===== src/rtl/motor_bridge_drv.sv =====
// H-bridge PWM driver: turns dir/en level commands into ramped IN1/IN2 PWM
// with a forced all-off dead time before every direction reversal.
module motor_bridge_drv #(
  parameter int unsigned CNT_W    = 8,
  parameter int unsigned DUTY_MAX = 200,
  parameter int unsigned RAMP_DIV = 64,
  parameter int unsigned DEAD_CYC = 32
) (
  input  logic             CLK,
  input  logic             RSTn,
  input  logic             dir,
  input  logic             en,
  output logic             IN1,
  output logic             IN2,
  output logic             busy,
  output logic [CNT_W-1:0] duty
);

  // One shared timer paces both duty steps and the dead-time interval
  localparam int unsigned TMR_MAX = (RAMP_DIV > DEAD_CYC) ? RAMP_DIV : DEAD_CYC;
  localparam int unsigned TMR_W   = (TMR_MAX > 1) ? $clog2(TMR_MAX) : 1;

  localparam logic [TMR_W-1:0] RAMP_LAST = TMR_W'(RAMP_DIV - 1);
  localparam logic [TMR_W-1:0] DEAD_LAST = TMR_W'(DEAD_CYC - 1);
  localparam logic [CNT_W-1:0] DMAX      = CNT_W'(DUTY_MAX);

  typedef enum logic [2:0] {
    S_IDLE,
    S_RAMP,
    S_RUN,
    S_DECEL,
    S_DEAD
  } state_t;

  state_t           state, state_nxt;
  logic [CNT_W-1:0] duty_nxt;
  logic [CNT_W-1:0] pwm_cnt;
  logic [TMR_W-1:0] tmr, tmr_nxt;
  logic             cur_dir, cur_dir_nxt;
  logic             step;
  logic             keep;
  logic             pwm_on;

  // State, duty, timer, PWM counter and registered bridge pins
  always_ff @(posedge CLK or negedge RSTn) begin
    if (!RSTn) begin
      state   <= S_IDLE;
      duty    <= '0;
      tmr     <= '0;
      cur_dir <= 1'b0;
      pwm_cnt <= '0;
      IN1     <= 1'b0;
      IN2     <= 1'b0;
      busy    <= 1'b0;
    end else begin
      state   <= state_nxt;
      duty    <= duty_nxt;
      tmr     <= tmr_nxt;
      cur_dir <= cur_dir_nxt;
      pwm_cnt <= pwm_cnt + 1'b1;
      IN1     <= cur_dir & pwm_on;
      IN2     <= ~cur_dir & pwm_on;
      busy    <= (state_nxt != S_IDLE);
    end
  end

  // Next-state, duty ramp and timer control
  always_comb begin
    state_nxt   = state;
    duty_nxt    = duty;
    tmr_nxt     = tmr;
    cur_dir_nxt = cur_dir;
    step        = (tmr == RAMP_LAST);
    keep        = en && (dir == cur_dir);
    pwm_on      = (pwm_cnt < duty);

    case (state)
      S_IDLE: begin
        duty_nxt = '0;
        tmr_nxt  = '0;
        if (en) begin
          cur_dir_nxt = dir;
          state_nxt   = S_RAMP;
        end
      end
      S_RAMP: begin
        tmr_nxt = step ? '0 : tmr + 1'b1;
        if (!keep) begin
          state_nxt = S_DECEL;
          tmr_nxt   = '0;
        end else if (duty >= DMAX) begin
          state_nxt = S_RUN;
          tmr_nxt   = '0;
          duty_nxt  = DMAX;
        end else if (step) begin
          duty_nxt = duty + 1'b1;
        end
      end
      S_RUN: begin
        duty_nxt = DMAX;
        tmr_nxt  = '0;
        if (!keep) begin
          state_nxt = S_DECEL;
        end
      end
      S_DECEL: begin
        tmr_nxt = step ? '0 : tmr + 1'b1;
        // Returning to the same command resumes the ramp without dead time
        if (keep) begin
          state_nxt = S_RAMP;
          tmr_nxt   = '0;
        end else if (duty == '0) begin
          state_nxt = S_DEAD;
          tmr_nxt   = '0;
        end else if (step) begin
          duty_nxt = duty - 1'b1;
        end
      end
      S_DEAD: begin
        duty_nxt = '0;
        if (tmr == DEAD_LAST) begin
          tmr_nxt = '0;
          if (en) begin
            cur_dir_nxt = dir;
            state_nxt   = S_RAMP;
          end else begin
            state_nxt = S_IDLE;
          end
        end else begin
          tmr_nxt = tmr + 1'b1;
        end
      end
      default: begin
        state_nxt = S_IDLE;
        duty_nxt  = '0;
        tmr_nxt   = '0;
      end
    endcase
  end

endmodule


===== config.mk =====
export PLATFORM = sky130hd
export DESIGN_NAME = motor_bridge_drv
export DESIGN_NICKNAME = d
export VERILOG_FILES = /design/src/rtl/motor_bridge_drv.sv
export SDC_FILE = /design/constraint.sdc
export NUM_CORES = 1
export LEC_CHECK = 0
export BUFFER_PORTS_ARGS = -buffer_cell sky130_fd_sc_hd__clkbuf_2
export CORE_MARGIN = 1
export CORE_UTILIZATION = 31
export CTS_CLUSTER_SIZE = 8
export DETAILED_ROUTE_END_ITERATION = 10
export HOLD_SLACK_MARGIN = 0.06
export SYNTH_ARGS = -nofsm -noshare
export SYNTH_HDL_FRONTEND = slang
export SYNTH_SLANG_ARGS = --single-unit

===== constraint.sdc =====
create_clock -name CLK -period 3.4 [get_ports CLK]
set_input_delay 0.34 -clock CLK [delete_from_list [all_inputs] [get_ports CLK]]
set_output_delay 0.34 -clock CLK [all_outputs]
set_load 0.02 [all_outputs]

Word level (Yosys, flattened, before mapping)

Index checks and enable logic that the tools add are counted.
Widths: inputs -> output; s select.

Add/sub/neg operators: 4
Order comparisons: 2
Equal/unequal tests: 13
Mux-type cells: 26
Bitwise logic cells: 3
Reduce and logical (&&, ||, !) cells: 7

Operator list:

| kind                | number |
|---|---|
| $mux 8              | 6 |
| $mux 6              | 6 |
| $pmux 8 s3          | 1 |
| $mux 3              | 7 |
| $pmux 6 s3          | 1 |
| $add 8x1->8 const B | 2 |
| $pmux 3 s5          | 1 |
| $ne 2x2->1 const B  | 5 |
| $ge 8x8->1 const B  | 1 |
| $logic_not 8->1     | 1 |
| $lt 8x8->1          | 1 |
| $sub 8x1->8 const B | 1 |
| $add 6x1->6 const B | 1 |
| $eq 3x2->1 const B  | 2 |
| $eq 6x5->1 const B  | 1 |
| $eq 6x6->1 const B  | 1 |
| $reduce_and 5->1    | 1 |
| $eq 3x1->1 const B  | 1 |
| $eq 3x3->1 const B  | 1 |
| $logic_not 3->1     | 1 |
| $mux 1              | 3 |
| $ne 3x3->1 const B  | 1 |
| $reduce_bool 3->1   | 1 |
| $and 1x1->1         | 2 |
| other kinds (6)     | 6 |

Register bits after elaboration: 29
Output and inout bits: 11

Logic depth before layout (Yosys ltp)

Gate-level depths: netlist of the first run.

Depth after elaboration: 5
Mapped depth: 8

Worst setup path after synthesis of the first run

No wires, ideal clock.

Path type: register to register
Start point: reg duty[6]
End point: reg duty[0]
Arrival: 2.134 ns
Data required time: 3.275 ns
Slack: 1.141 ns
Cell stages (with the launch flop): 6
Buffers on the path: 1
Cell sequence: dfrtp_1 -> or4_4 -> or3_1 -> buf_2 -> o21ai_2 -> mux2_4

Longest elaborated chain between the ends: 4
Elaborated cells on any way between the ends: 8
Those cells by class: 1 x order compare; 2 x eq/ne; 3 x mux; 2 x reduce/logical

RTL lines:

| item                   | line | RTL |
|---|---|---|
| from (decl)            | 16   | `output logic [CNT_W-1:0] duty` |
| from (signal assigned) | 57   | `duty <= duty_nxt;` |
| $ge 8x8->1             | 91   | `end else if (duty >= DMAX) begin` |
| $mux 8                 | 91   |  |
| $mux 8                 | 88   | `if (!keep) begin` |
| $pmux 8 s3             | 77   | `case (state)` |

Several ways; a longest one is shown, not always the timed one. The select of a mux whose other input is x is not followed.
A chain may end at the register's enable or synchronous reset.

Worst setup path in the final report of the first run

Start point: reg duty[4]
End point: reg duty[0]

The elaborated chain is that of the path after synthesis.

==> results of run 1 <==
## synthesized netlist by cell type, types with 3 or more instances
library cell,instances,area share
sky130_fd_sc_hd__ha_1,11,0.073
sky130_fd_sc_hd__nor3_1,5,0.013
sky130_fd_sc_hd__or3_1,4,0.013
sky130_fd_sc_hd__nor2_1,10,0.020
sky130_fd_sc_hd__buf_2,3,0.0080
sky130_fd_sc_hd__inv_1,11,0.022
sky130_fd_sc_hd__dfrtp_1,29,0.39
sky130_fd_sc_hd__nor3b_1,3,0.012
sky130_fd_sc_hd__xor2_1,3,0.014
sky130_fd_sc_hd__mux2i_1,3,0.016
sky130_fd_sc_hd__a21oi_1,10,0.027
sky130_fd_sc_hd__nand3_1,8,0.021
sky130_fd_sc_hd__clkbuf_1,5,0.010
sky130_fd_sc_hd__nand2b_1,4,0.013
sky130_fd_sc_hd__and3_1,5,0.017
sky130_fd_sc_hd__xnor2_1,8,0.037
sky130_fd_sc_hd__o21ai_0,6,0.016
sky130_fd_sc_hd__a211oi_1,5,0.020
sky130_fd_sc_hd__nand2_1,15,0.030
sky130_fd_sc_hd__nor2b_1,4,0.013
## state kept, by name, indices dropped and copies added, names as in the netlist
| signal | count |
|---|---|
| duty | 8 |
| pwm_cnt | 8 |
| tmr | 6 |
| state | 3 |
| IN1 | 1 |
| IN2 | 1 |
| busy | 1 |
| cur_dir | 1 |
## cells by family after synthesis
kind of cell,Yosys count,share of synthesized area
xor+xnor,11,0.05130
fa+ha+maj,11,0.07328
compound gates,53,0.2145
buf+inv,19,0.03997
simple gates,70,0.2045
mux,5,0.02998
flops,29,0.3864
## per-stage QoR
step	hold WS, ns	setup slack (ns)
finish	0.1156	1.004
global route	0.1802	0.9195
CTS	0.1475	1.033
detailed placement	0.4485	1.061
global placement	0.4497	1.091
floorplan	0.04441	1.141
## critical path: cells and delay by family, from the launching register on
kind,cells,cell delay [ns]
multiplexers,1,0.34
AO/OA/AOI/OAI,1,0.39
flip-flops,1,0.51
AND/OR/NAND/NOR,2,1.04
## per-layer routing
metal	part of all wire	wire, um	up-vias	track usage
met2	0.42	1713	48	0.2068
met3	0.058	238	5	0.03771
met5	0	0	-	0
li1	-	-	770	-
met1	0.51	2113	705	0.2064
met4	0.014	58	0	0.04821
## path summary, 6_finish.rpt
path                            slack [ns]                 from                  end  cells after the start
max in group asynchronous             2.80                 RSTn  duty[7]$_DFFE_PN0P_                      1
min in group CLK                      0.34                  dir  cur_dir$_DFFE_PN0P_                      2
worst min register to register        0.46     tmr[0]$_DFF_PN0_     tmr[0]$_DFF_PN0_                      1
worst max register to register        1.00  duty[4]$_DFFE_PN0P_  duty[0]$_DFFE_PN0P_                      4
worst min-delay path                  0.12                 RSTn  duty[5]$_DFFE_PN0P_                      1
worst max-delay path                  1.00  duty[4]$_DFFE_PN0P_  duty[0]$_DFFE_PN0P_                      4
## layout make-up
type                       count  area, um^2
inverter                      11       41.29
timing repair buffer          14       70.07
fill                         589        3570
sequential                    29       725.7
multi-input combinational    150        1077
tap                           72       90.09
clock inverter                 1       5.005
clock buffer                   7       96.34
## where the power goes
group / total, mW / leakage [nW] / switching (mW) / internal [mW]
Combinational: 0.917 / 0.507 / 0.528 / 0.389
Clock: 0.315 / 0.0542 / 0.132 / 0.183
Sequential: 0.608 / 0.365 / 0.179 / 0.429
Total: 1.84 / 0.927 / 0.839 / 1.00
==> tab_implementation.tex, run 1 <==
\begin{tabular}{lr}
\hline
Metric & Value \\
\hline
\multicolumn{2}{l}{\textbf{STA}} \\
\quad Total negative slack for setup checks & 0 ns \\
\quad Share of the clock period used by the worst path & 0.7047 \\
\quad Hold violation count in the final report & 0 \\
\quad Finish-stage setup viols & 0 \\
\quad Fmax & 417.4 MHz \\
\quad Relative slew slack & 0.4975 \\
\quad Post-route minimum period & 2.396 ns \\
\quad Total count of max-transition violations in the final report & 0 \\
\quad Clock skew & 0.01211 ns \\
\quad RSZ-0062 raised after global routing & false \\
\quad Measured slew at the worst slew-check pin & 0.7443 ns \\
\multicolumn{2}{l}{\textbf{Pwr}} \\
\quad Max rail drop VDD & 0.2300 mV \\
\quad Leakage power total & 0.9270 nW \\
\quad Power density cells & 873.9 mW/mm\^{}2 \\
\quad Total power of the final layout & 1.840 mW \\
\multicolumn{2}{l}{\textbf{Cells and area}} \\
\quad Final core area utilization & 0.3710 \\
\quad Proportion of layout cells with a drive suffix above 1 & 0.1604 \\
\quad Most common cell after layout, fill and taps aside & sky130\_fd\_sc\_hd\_\_dfrtp\_1 \\
\quad Area added between synthesis and finish & 12.13\% \\
\quad Design area & 0.002106 mm\^{}2 \\
\quad Most frequent cells in the layout & sky130\_fd\_sc\_hd\_\_dfrtp\_1, sky130\_fd\_sc\_hd\_\_nand2\_1, sky130\_fd\_sc\_hd\_\_clkbuf\_2 \\
\quad Number of diodes & 0 \\
\quad Final non-filler cell total & 284 \\
\quad Fin nets & 226 \\
\multicolumn{2}{l}{\textbf{Global route}} \\
\quad Number of antenna violations at the first check in global routing & 0 \\
\quad Pin count of the biggest net entering global routing & 30 \\
\quad Global-route usage over all layers & 0.1438 \\
\quad Final global-route overflow total & 0 \\
\quad First-pass GRT wire length & around 7000 um \\
\quad Number of global-route vias before repair & 1,417 \\
\multicolumn{2}{l}{\textbf{Placed design}} \\
\quad Placement-stage cell area & 0.002004 mm\^{}2 \\
\quad Placed Instances & 276 \\
\quad HPWL reported at the end of detailed placement & just under 3000 um \\
\quad Number of port buffers & 14 \\
\quad Placer Congestion & between 0.8 and 0.9 \\
\multicolumn{2}{l}{\textbf{Synth}} \\
\quad Yosys warning total & 0 \\
\quad Number of synthesized flops with an enable pin & 0 \\
\quad Average footprint of a synthesized cell & 9.485 um\^{}2 \\
\quad Count of mapped cells out of synthesis & 198 \\
\quad Post-synthesis net count & 213 \\
\quad Yosys cell types & 58 \\
\quad Share of synthesized area occupied by flip-flops and latches & 0.3864 \\
\quad \#FFs+latches synth & 29 \\
\quad Asr flop ratio synth & 1.000 \\
\quad Mapped Area & 0.001878 mm\^{}2 \\
\quad Most used flip-flop cell after synthesis & sky130\_fd\_sc\_hd\_\_dfrtp\_1 \\
\multicolumn{2}{l}{\textbf{Critical path}} \\
\quad Arrival time of data at the critical path endpoint & 2.56 ns \\
\quad Critical path startpoint category & flop \\
\quad Crit path largest cell delay & 0.58 ns \\
\quad Worst path cell trace & or4\_4, or3\_1, o21ai\_2, mux2\_4 \\
\quad Critical path class & flop to flop \\
\quad Critical Path Sink Type & flop \\
\quad Critical path fanouts, max & 12 \\
\quad Crit path required time & approximately 3.6 ns \\
\quad Slowest stage cell, crit path & sky130\_fd\_sc\_hd\_\_or4\_4 \\
\multicolumn{2}{l}{\textbf{CTS}} \\
\quad TritonCTS clock tree & built \\
\quad Clk sink count & 29 \\
\quad Post-cts resize count & 0 \\
\quad Insertion delay of the later-clocked pin in the worst-skew pair & approximately 0.28 ns \\
\quad Root Buffer & sky130\_fd\_sc\_hd\_\_clkbuf\_8 \\
\quad Clock-pin slew on the worst setup and hold paths & 0.07 ns \\
\quad Setup Fix Bufs, Post-CTS & 0 \\
\quad Maximum buffer depth of the clock tree & 2 \\
\quad Number of H-tree levels & 2 \\
\quad Hold-fix buffers at CTS & 0 \\
\quad Number of CTS-inserted buffers & 5 \\
\multicolumn{2}{l}{\textbf{Floorplan}} \\
\quad Floorplan die width & approximately 80 um \\
\quad I/O pin cnt & 15 \\
\quad Die Height & 79.84 um \\
\quad Number of standard-cell rows in the floorplan & 27 \\
\quad Core Area & 0.005675 mm\^{}2 \\
\quad Die footprint & $\sim$0.0064 mm\^{}2 \\
\quad Initial Utilization & 0.3309 \\
\multicolumn{2}{l}{\textbf{Routing}} \\
\quad Detailed-route wire length per cell & 14.52 um \\
\quad DR vias & 1,528 \\
\quad DR vias/cell & 5.380 \\
\quad DRC violation count after routing & 0 \\
\quad Count of nets left with antenna violations after detail routing & 0 \\
\quad Initial DRC Count & 164 \\
\quad Final wirelength & 4123 um \\
\quad Pre-antenna DRT Iters & 4 \\
\multicolumn{2}{l}{\textbf{Job}} \\
\quad Count of max-cap constraint violations & 0 \\
\multicolumn{2}{l}{\textbf{Worst hold path}} \\
\quad Class of the worst hold path & primary input to async pin \\
\multicolumn{2}{l}{\textbf{Outcome}} \\
\quad Outcome & finished clean \\
\hline
\end{tabular}
Power figures use the tool's default switching activity.
==> inputs of run 2 (changes only) <==
==> constraint.sdc (replaced) <==
create_clock -name CLK -period 2.2 [get_ports CLK]
set_input_delay 0.22 -clock CLK [delete_from_list [all_inputs] [get_ports CLK]]
set_output_delay 0.22 -clock CLK [all_outputs]
set_load 0.02 [all_outputs]
==> run 2 against run 1 <==
Combinational power is 92% higher. Core utilization grew 2.2 points. Global-route usage rose by 1.4 points. Non-clock buffer count is 16 higher.
==> tab_implementation.tex, run 2 (synthesis gave the netlist of run 1 again) <==
\begin{tabular}{lr}
\hline
Metric & Value \\
\hline
\multicolumn{2}{l}{\textbf{Outcome}} \\
\quad Outcome & finished clean \\
\multicolumn{2}{l}{\textbf{Placed design}} \\
\quad Number of port buffers & 14 (unchanged) \\
\quad Placer Congestion & 0.7716 (-4.8\%) \\
\quad HPWL reported at the end of detailed placement & 3287 um (+10\%) \\
\quad Placed Instances & 291 (+5.4\%) \\
\quad Placement-stage cell area & 0.002126 mm\^{}2 (+6.1\%) \\
\quad Pre-CTS setup slack & 0.08460 ns (-0.9759 ns) \\
\multicolumn{2}{l}{\textbf{Global route}} \\
\quad Number of global-route vias before repair & 1,571 (+11\%) \\
\quad Pin count of the biggest net entering global routing & 30 (unchanged) \\
\quad First-pass GRT wire length & 7659 um (+9.1\%) \\
\quad Global-route usage over all layers & 0.1575 (+0.01367) \\
\quad Final global-route overflow total & 0 (unchanged) \\
\quad Number of antenna violations at the first check in global routing & 0 (unchanged) \\
\multicolumn{2}{l}{\textbf{Routing}} \\
\quad DRC violation count after routing & 0 (unchanged) \\
\quad Detailed-route wire length per cell & 14.69 um (+1.2\%) \\
\quad Pre-antenna DRT Iters & 4 (unchanged) \\
\quad Final wirelength & 4408 um (+6.9\%) \\
\quad Initial DRC Count & 119 (-27\%) \\
\quad Count of nets left with antenna violations after detail routing & 0 (unchanged) \\
\quad DR vias & 1,597 (+4.5\%) \\
\quad DR vias/cell & 5.323 (-1.1\%) \\
\multicolumn{2}{l}{\textbf{Cells and area}} \\
\quad Most frequent cells in the layout & sky130\_fd\_sc\_hd\_\_dfrtp\_1, sky130\_fd\_sc\_hd\_\_nand2\_1, sky130\_fd\_sc\_hd\_\_buf\_4 \\
\quad Design area & 0.002231 mm\^{}2 (+5.9\%) \\
\quad Most common cell after layout, fill and taps aside & sky130\_fd\_sc\_hd\_\_dfrtp\_1 \\
\quad Top Registers & duty (8), pwm\_cnt (8), tmr (6) \\
\quad Area added between synthesis and finish & 18.79\% \\
\quad Fin nets & 242 (+7.1\%) \\
\quad Final core area utilization & 0.3931 (+0.02205) \\
\quad Number of diodes & 0 (unchanged) \\
\quad Fillcell total & 577 (-2.0\%) \\
\quad Final non-filler cell total & 300 (+5.6\%) \\
\quad Proportion of layout cells with a drive suffix above 1 & 0.2149 (+0.05453) \\
\multicolumn{2}{l}{\textbf{Floorplan}} \\
\quad Die Height & 79.84 um (unchanged) \\
\quad Die footprint & 0.006374 mm\^{}2 (unchanged) \\
\quad Core Area & 0.005675 mm\^{}2 (unchanged) \\
\quad Floorplan die width & 79.84 um (unchanged) \\
\quad Number of standard-cell rows in the floorplan & 27 (unchanged) \\
\quad I/O pin cnt & 15 (unchanged) \\
\quad Initial Utilization & 0.3309 (unchanged) \\
\multicolumn{2}{l}{\textbf{Pwr}} \\
\quad Max rail drop VDD & 0.4707 mV (+100\%) \\
\quad Switching portion of total power & 0.4437 (-0.01226) \\
\quad Share of total power in combinational logic & 0.575 (+0.076) \\
\quad Share of power burned in registers & 0.276 (-0.054) \\
\quad Power density cells & 1369 mW/mm\^{}2 (+57\%) \\
\quad Fraction of power consumed by the clock network & 0.148 (-0.023) \\
\quad Leakage power total & 0.9964 nW (+7.5\%) \\
\quad Internal power & 1.700 mW (+70\%) \\
\quad Total power of the final layout & 3.055 mW (+66\%) \\
\quad Sw Pwr & 1.355 mW (+62\%) \\
\multicolumn{2}{l}{\textbf{Critical path}} \\
\quad Worst reg2reg endpoint & busy\$\_DFF\_PN0\_ \\
\quad Critical Path Sink Type & flop \\
\quad Worst Setup EP & busy\$\_DFF\_PN0\_ \\
\quad Arrival time of data at the critical path endpoint & 2.32 ns (-0.24 ns) \\
\quad Critical path startpoint category & flop \\
\quad Flop-to-flop setup slack & 0.04 ns (-0.96 ns) \\
\quad Worst reg2reg startpoint & duty[6]\$\_DFFE\_PN0P\_ \\
\quad Critical path class & flop to flop \\
\quad Crit path required time & 2.36 ns (-1.20 ns) \\
\quad Worst-case reg-to-reg path depth & 5 (+1) \\
\quad Critical path fanouts, max & 5 (-7) \\
\quad Worst setup startpoint & duty[6]\$\_DFFE\_PN0P\_ \\
\multicolumn{2}{l}{\textbf{STA}} \\
\quad Hold violation count in the final report & 0 (unchanged) \\
\quad Relative slew slack & 0.5249 (+0.02744) \\
\quad Fmax & 463.0 MHz (+11\%) \\
\quad Clock skew & 0.003026 ns (-0.009082 ns) \\
\quad Total negative slack for setup checks & 0 ns (unchanged) \\
\quad Worst slack on hold paths & 0.2125 ns (+0.09694 ns) \\
\quad Post-route minimum period & 2.160 ns (-0.2361 ns) \\
\quad Measured slew at the worst slew-check pin & 0.7126 ns (-0.03171 ns) \\
\quad Finish-stage setup viols & 0 (unchanged) \\
\quad RSZ-0062 raised after global routing & false \\
\quad Total count of max-transition violations in the final report & 0 (unchanged) \\
\quad Share of the clock period used by the worst path & 0.9817 (+0.2770) \\
\quad Final Worst Setup Slack & 0.04028 ns (-0.9639 ns) \\
\multicolumn{2}{l}{\textbf{Worst hold path}} \\
\quad Class of the worst hold path & primary input to flop \\
\multicolumn{2}{l}{\textbf{CTS}} \\
\quad Clk sink count & 29 (unchanged) \\
\quad Number of CTS-inserted buffers & 5 (unchanged) \\
\quad Setup Fix Bufs, Post-CTS & 0 (unchanged) \\
\quad Maximum buffer depth of the clock tree & 2 (unchanged) \\
\quad Root Buffer & sky130\_fd\_sc\_hd\_\_clkbuf\_8 \\
\quad TritonCTS clock tree & built \\
\quad Clock-pin slew on the worst setup and hold paths & 0.06 ns (about the same) \\
\quad Insertion delay of the later-clocked pin in the worst-skew pair & 0.28 ns (about the same) \\
\quad Number of H-tree levels & 2 (unchanged) \\
\multicolumn{2}{l}{\textbf{Job}} \\
\quad Count of max-cap constraint violations & 0 (unchanged) \\
\hline
\end{tabular}
run 2: repair_timing:
| action | CTS | global route |
|---|---|---|
| hold buffers | 1 | 0 |
| setup endpoints to repair | 0 | 1 |
| resized for setup | 0 | 1 |
| endpoints found under the hold margin | 29 | 0 |
run 2: how the worst min path moves through the flow:
stage	from	depth (start not counted)	endpoint	slack [ns]
5_1_grt	dir	2	cur_dir$_DFFE_PN0P_	0.23
6_report	dir	2	cur_dir$_DFFE_PN0P_	0.21
3_5_place_dp	RSTn	1	tmr[0]$_DFF_PN0_	0.32
4_1_cts	dir	2	cur_dir$_DFFE_PN0P_	0.22
2_1_floorplan	RSTn	0	IN1$_DFF_PN0_	-0.08
3_3_place_gp	RSTn	1	tmr[1]$_DFF_PN0_	0.31
run 2: per-layer routing:
metal  up-vias  GRT usage  share of wire
li1        800          -              -
met1       746     0.2224           0.51
met2        45     0.2256           0.43
met3         6    0.03886          0.042
met4         0    0.06786          0.017
met5         -          0              0
run 2: area by class of cell:
| cell class | instances | area (um^2) | share of cell area |
|---|---|---|---|
| multi-input cells | 150 | 1090 | 0.4885 |
| inverters | 11 | 41.29 | 0.01851 |
| flip-flops and latches | 29 | 726.9 | 0.3259 |
| clock buffers | 8 | 90.09 | 0.04038 |
| repair buffers | 30 | 192.7 | 0.08637 |
| well taps | 72 | 90.09 | 0.04038 |
run 2: power groups by stage:
| stage | clock (mW) | sequential [mW] | combinational (mW) |
|---|---|---|---|
| after floorplan | 0 | 0.881 | 1.13 |
| after global placement | 0 | 0.840 | 1.73 |
| after global routing | 0.496 | 0.867 | 1.93 |
| after detailed placement | 0 | 0.847 | 1.74 |
| after CTS | 0.471 | 0.838 | 1.75 |
| final | 0.453 | 0.844 | 1.76 |
run 2: critical path, stage by stage (launching register included):
cell and delay [ns]:
sky130_fd_sc_hd__dfrtp_2 0.40, sky130_fd_sc_hd__or4_4 0.56, sky130_fd_sc_hd__or3_1 0.49, sky130_fd_sc_hd__nand2_1 0.12, sky130_fd_sc_hd__o311ai_1 0.12, sky130_fd_sc_hd__or3_1 0.36
